## src/rtl/timer_tima.sv

```systemverilog
// Programmable TIMA/TMA/TAC timer: counts falling edges of a selected divider tap,
// reloads from TMA after overflow and pulses the timer interrupt request.
module timer_tima #(
  parameter logic [4:0] TAC_PAD      = 5'b11111,
  parameter int         RELOAD_DELAY = 1
) (
  input  logic       clk,
  input  logic       reset,
  input  logic [3:0] div_taps,
  input  logic       ff05_ff07,
  input  logic [1:0] a,
  input  logic       cpu_wr,
  input  logic       cpu_rd,
  input  logic [7:0] d_in,
  output logic [7:0] d_out,
  output logic       d_oe,
  output logic       int_timer,
  output logic [7:0] tima_q
);

  typedef enum logic [1:0] {IDLE, PENDING, RELOAD} state_t;

  localparam logic [1:0] ARM = 2'(RELOAD_DELAY - 1);

  state_t     state, state_nx;
  logic [7:0] tima, tima_nx;
  logic [7:0] tma;
  logic [2:0] tac;
  logic       tap_prev;
  logic [1:0] cnt, cnt_nx;

  logic       tap, gated, tick;
  logic       wr_hit, wr_tima, wr_tma, wr_tac;
  logic [8:0] tima_inc;

  // Gating before edge detection makes disabling or re-selecting a high tap look like a falling edge.
  assign tap      = div_taps[tac[1:0]];
  assign gated    = tac[2] & tap;
  assign tick     = tap_prev & ~gated;
  assign wr_hit   = ff05_ff07 & cpu_wr;
  assign wr_tima  = wr_hit & (a == 2'b01);
  assign wr_tma   = wr_hit & (a == 2'b10);
  assign wr_tac   = wr_hit & (a == 2'b11);
  assign tima_inc = {1'b0, tima} + 9'd1;

  always_comb begin
    state_nx = state;
    tima_nx  = tima;
    cnt_nx   = cnt;
    case (state)
      IDLE: begin
        if (wr_tima) begin
          tima_nx = d_in;
        end else if (tick) begin
          tima_nx = tima_inc[7:0];
          if (tima_inc[8]) begin
            state_nx = PENDING;
            cnt_nx   = ARM;
          end
        end
      end
      PENDING: begin
        if (wr_tima) begin
          tima_nx  = d_in;
          state_nx = IDLE;
        end else if (cnt == 2'd0) begin
          // The reload takes this edge; a coincident tick is dropped.
          tima_nx  = tma;
          state_nx = RELOAD;
        end else begin
          cnt_nx = cnt - 2'd1;
          if (tick) begin
            tima_nx = tima_inc[7:0];
            if (tima_inc[8]) cnt_nx = ARM;
          end
        end
      end
      RELOAD: begin
        state_nx = IDLE;
        if (wr_tma) begin
          tima_nx = d_in;
        end else if (tick) begin
          tima_nx = tima_inc[7:0];
          if (tima_inc[8]) begin
            state_nx = PENDING;
            cnt_nx   = ARM;
          end
        end
      end
      default: state_nx = IDLE;
    endcase
  end

  always_ff @(posedge clk or posedge reset) begin
    if (reset) begin
      state    <= IDLE;
      tima     <= 8'h00;
      tma      <= 8'h00;
      tac      <= 3'b000;
      tap_prev <= 1'b0;
      cnt      <= 2'd0;
    end else begin
      state    <= state_nx;
      tima     <= tima_nx;
      cnt      <= cnt_nx;
      tap_prev <= gated;
      if (wr_tma) tma <= d_in;
      if (wr_tac) tac <= d_in[2:0];
    end
  end

  assign int_timer = (state == RELOAD);
  assign tima_q    = tima;
  assign d_oe      = ff05_ff07 & cpu_rd & (a != 2'b00);

  always_comb begin
    d_out = 8'h00;
    if (d_oe) begin
      case (a)
        2'b01:   d_out = tima;
        2'b10:   d_out = tma;
        2'b11:   d_out = {TAC_PAD, tac};
        default: d_out = 8'h00;
      endcase
    end
  end

endmodule
```

## config.mk

```make
export PLATFORM = sky130hd
export DESIGN_NAME = timer_tima
export DESIGN_NICKNAME = d
export VERILOG_FILES = /design/src/rtl/timer_tima.sv
export SDC_FILE = /design/constraint.sdc
export NUM_CORES = 1
export LEC_CHECK = 0
export CORE_UTILIZATION = 40
export CTS_BUF_LIST = sky130_fd_sc_hd__clkbuf_16
export DETAILED_ROUTE_END_ITERATION = 10
export PLACE_DENSITY = 0.66
export SETUP_SLACK_MARGIN = 0.1
export SLEW_MARGIN = 15
export SYNTH_ARGS = -nofsm -noshare
export SYNTH_HDL_FRONTEND = slang
export SYNTH_SLANG_ARGS = --single-unit
export TNS_END_PERCENT = 20
```

## constraint.sdc

```tcl
create_clock -name clk -period 2.2 [get_ports clk]
set_input_delay 0.66 -clock clk [delete_from_list [all_inputs] [get_ports clk]]
set_output_delay 0.66 -clock clk [all_outputs]
set_load 0.005 [all_outputs]
```

==> results.md <==
- The share of synthesized area in the top cell type comes to 0.2867.
- The effective utilization at floorplan is 0.4292.
- VDD sags by at most just under 500 uV.
- The worst register-to-register path has a setup slack of about 0.16 ns.
- Entering global routing, the biggest net connects 25 pins.
- The data arrival time of the critical path is 1.47 ns.
- Yosys mapped the design onto 64 distinct sky130hd cell types.
- The worst register-to-register path ends at tima_q[2].
- The delay of the slowest critical-path stage is about 0.51 ns.
- By area the synthesized netlist is led by sky130_fd_sc_hd__dfrtp_1 29%, sky130_fd_sc_hd__nand2_1 7.2%, sky130_fd_sc_hd__mux2_2 3.8%, sky130_fd_sc_hd__ha_1 3.6%, sky130_fd_sc_hd__o21ai_0 3.1%.
- After floorplanning, the core was divided into 25 placement rows.
- After detailed routing, the average wire length per cell comes to 17.44 um.
- The hold path endpoint is tma[3].
- The total standard cell area after synthesis is about 2100 um2.
- The clock sink count is 24.
- Between clock sinks in the finished design, the worst skew comes to roughly 0.0056 ns.
- Pin placement for this block handled 37 I/O pins.
- The critical-path maximum fanout is 6.
- Walking the worst path, the cells encountered are inv_2 > ha_4 > clkdlybuf4s50_1.
- The number of antenna diodes in the final layout is 0.
- During synthesis, Yosys emitted a total of 0 warnings.
- The post-synthesis cell count is 250.
- In this run, synthesis produced a sequential element count of 24.
- The remaining number of nets flagged by the antenna check after routing is 0.
- The slowest library cell on the worst path is sky130_fd_sc_hd__clkdlybuf4s50_1.
- The average instance area after synthesis is 8.378 um2.
- The HPWL reported at the end of detailed placement is approximately 5.0 mm.
- Data on the critical path is required at its endpoint by 1.54 ns.
- The sum of negative setup slack is 0 ns.
- At the later pin of the worst-skew pair, clock insertion delay measures 0.26 ns.
- Derived from the worst setup path, the maximum achievable clock frequency is 469.9 MHz.
- The via count is 2266.
- Summed over all instances, the cell type with the most area after synthesis is sky130_fd_sc_hd__dfrtp_1.
- Summing internal, switching and leakage power gives 3109 uW.
- Measured in cells, the most critical reg-to-reg path has a length of 6.
- The startpoint of the worst hold path is tma[3].
- The slew at the pin closest to its max-slew limit is 0.5239 ns.
- The static power due to leakage is 0.001311 uW.
- The worst hold path was traced through 2 stages.
- After filler insertion, the fill cell instance count of the layout stands at 470.
- The power density over the cells is 1074 nW/um2.
- From synthesis to final layout, the design area changed by 38.23%.
- The number of hold violations in the final report is 0.
- The buffer cell driving the clock tree root is sky130_fd_sc_hd__clkbuf_16.
- In this run the worst hold path is classified as flip-flop to flip-flop.
- The core area is 4880 um2.
- The post-detailed-route DRC marker count is 0.
- The category of the worst setup path capture point is an output port.
- The number of nets handed over by synthesis was 275.
- In the synthesized netlist the async set-or-reset flop fraction comes to 1.000.
- The critical register-to-register path startpoint is state[0].
- The die footprint is 5529 um2.
- The detailed router finished its first iteration with 196 violations.
- The initial antenna violation count is 0.
- The clock tree buffer depth is 2.
- The number of buffers created by CTS is 3.
- The total overflow left after global routing is 0.
- The final number of max-transition violations is 0.
- The clock-pin slew reported for the worst setup and hold paths after clock tree synthesis is 0.07 ns.
- Setup violations remaining at the end of the flow were counted as 0.
- The routed via count divided by cell count is between 5 and 6.
- The main flop type after synthesis is sky130_fd_sc_hd__dfrtp_1.
- The critical path is of the flip-flop to output port type.
- Setup repair after global routing could not meet its margin everywhere.
- The die extent in y is approximately 74 um.
- The clock period could shrink to 2.128 ns.
- The multi-input combinational cells in the finished layout cover a total of approximately 1400 um2.
- The run finished with clean final reports.
- In the global route stage, overall resource usage came out at 0.2588.
- The overall die width is 74.36 um.
- The most frequent cell after synthesis is sky130_fd_sc_hd__nand2_1.
- The congestion estimate from routability-driven global placement came to between 0.8 and 0.9.
- The detailed-router iteration count before antenna repair is 5.
- The tool flagged a number of max-cap violations equal to 0.
- The number of global-route vias before repair is 2194.
- The worst slew margin relative to its limit is 0.6507.
- The final-stage net count is 344.
- Of the cells placed in the final design, the portion with a size suffix greater than 1 is 0.2736.
- By count the netlist is led by 40 x sky130_fd_sc_hd__nand2_1, 24 x sky130_fd_sc_hd__dfrtp_1, 17 x sky130_fd_sc_hd__inv_1.
- The number of port buffers is 36.
- The sum of routed wire length over all layers is ~6.7 mm.
- In the final layout, flip-flops and latches occupy around 600 um2.
- The final clock period utilization by the worst path is 0.9674.
- The worst setup path is launched from a flip-flop.
- The number of enable flip-flop cells after synthesis is 0.
- In this run the number of H-tree levels came out at 1.
- The sequential-to-total area share from yosys stat is 0.2867.
- The global-route wire length before repair is 10.85 mm.
- TritonCTS built the clock tree.
==> flip-flops by register name, summed over array words and instances, names as in the netlist <==
signal / flops
tap_prev: 1
tima_q: 8
cnt: 2
state: 2
tma: 8
tac: 3
==> final cells by class <==
class                           count  share of cell area
Clock buffer                        3             0.02593
Inverter                           18             0.02334
Timing Repair Buffer               81              0.2351
Tap cell                           67             0.02895
Multi-Input combinational cell    191              0.4780
Sequential cell                    24              0.2074
Clock inverter                      1            0.001296
==> cells by family after synthesis <==
| group | after synthesis | synth area share |
|---|---|---|
| flip-flops | 24 | 0.2867 |
| multiplexers | 12 | 0.06153 |
| AND/OR/NAND/NOR | 89 | 0.2150 |
| XOR/XNOR | 1 | 0.004182 |
| AO/OA/AOI/OAI | 83 | 0.3053 |
| buffers and inverters | 35 | 0.09139 |
| adder cells (fa/ha/maj) | 6 | 0.03584 |
==> repair_timing <==
item / CTS / global route
pin swaps: 4 / 2
gates resized for setup: 62 / 8
setup endpoints to repair: 22 / 20
buffers inserted: 3 / 0
cloned: 1 / 0
hold buffers: 0 / 0
==> per-layer routing <==
metal | vias up | GRT usage | wire length, um
li1 | 1071 | - | -
met2 | 109 | 0.4084 | 3118
met1 | 1072 | 0.3636 | 3003
met4 | 0 | 0.07547 | 90
met3 | 14 | 0.04201 | 503
met5 | - | 0 | 0
==> how the worst max path moves through the flow <==
stage	slack, ns	startpoint	end	cells past startpoint
6_report	0.07	state[0]	int_timer	3
5_1_grt	0.04	state[0]	int_timer	3
4_1_cts	0.06	div_taps[0]	tima_q[6]	7
3_5_place_dp	-0.77	a[0]	d_out[1]	5
3_3_place_gp	-0.71	a[0]	d_out[0]	5
2_1_floorplan	0.08	a[0]	d_oe	4
==> cells in the final DEF, fill, tap and decap left out, drive strengths merged, types with 2 or more instances in the layout <==
| cell | instances |
|---|---|
| a211oi | 5 |
| a21o | 2 |
| a21oi | 12 |
| a221o | 2 |
| a221oi | 5 |
| a22o | 2 |
| a22oi | 3 |
| a31oi | 2 |
| and4b | 2 |
| buf | 53 |
| clkbuf | 3 |
| clkdlybuf4s15 | 5 |
| clkdlybuf4s50 | 18 |
| clkinv | 2 |
| dfrtp | 24 |
| dlymetal6s2s | 4 |
| ha | 6 |
| inv | 17 |
| mux2 | 7 |
| mux2i | 5 |
| nand2 | 40 |
| nand2b | 4 |
| nand3 | 3 |
| nand3b | 2 |
| nand4 | 3 |
| nand4b | 2 |
| nor2 | 16 |
| nor2b | 2 |
| nor3 | 3 |
| o21ai | 16 |
| o221ai | 3 |
| o22ai | 9 |
| o31ai | 7 |
| or3 | 4 |
| or4 | 3 |
==> worst max-delay path, delay by kind of cell (launching register included) <==
| family | cells | cell delay (ns) |
|---|---|---|
| buf+inv | 2 | 0.61 |
| flops | 1 | 0.40 |
| fa+ha+maj | 1 | 0.20 |
==> through the flow <==
stage / instances / util / setup slack [ns] / hold WS [ns] / cell area [um2]
floorplan: 250 / - / 0.08253 / 0.4551 / 2128
finish: 385 / 0.5933 / 0.07166 / 0.5185 / 2895
CTS: 385 / 0.5887 / 0.05640 / 0.5152 / 2873
global placement: 377 / 0.5579 / -0.7052 / 0.4840 / 2723
detailed placement: 377 / 0.5579 / -0.7651 / 0.4998 / 2723
global route: 385 / 0.5933 / 0.03973 / 0.5351 / 2895
==> report_power, final <==
| group | switching (uW) | internal, uW | total (uW) |
|---|---|---|---|
| registers | 210 | 588 | 798 |
| logic | 941 | 951 | 1890 |
| clock network | 175 | 244 | 418 |
No activity file was read; power rests on OpenSTA's default activity.
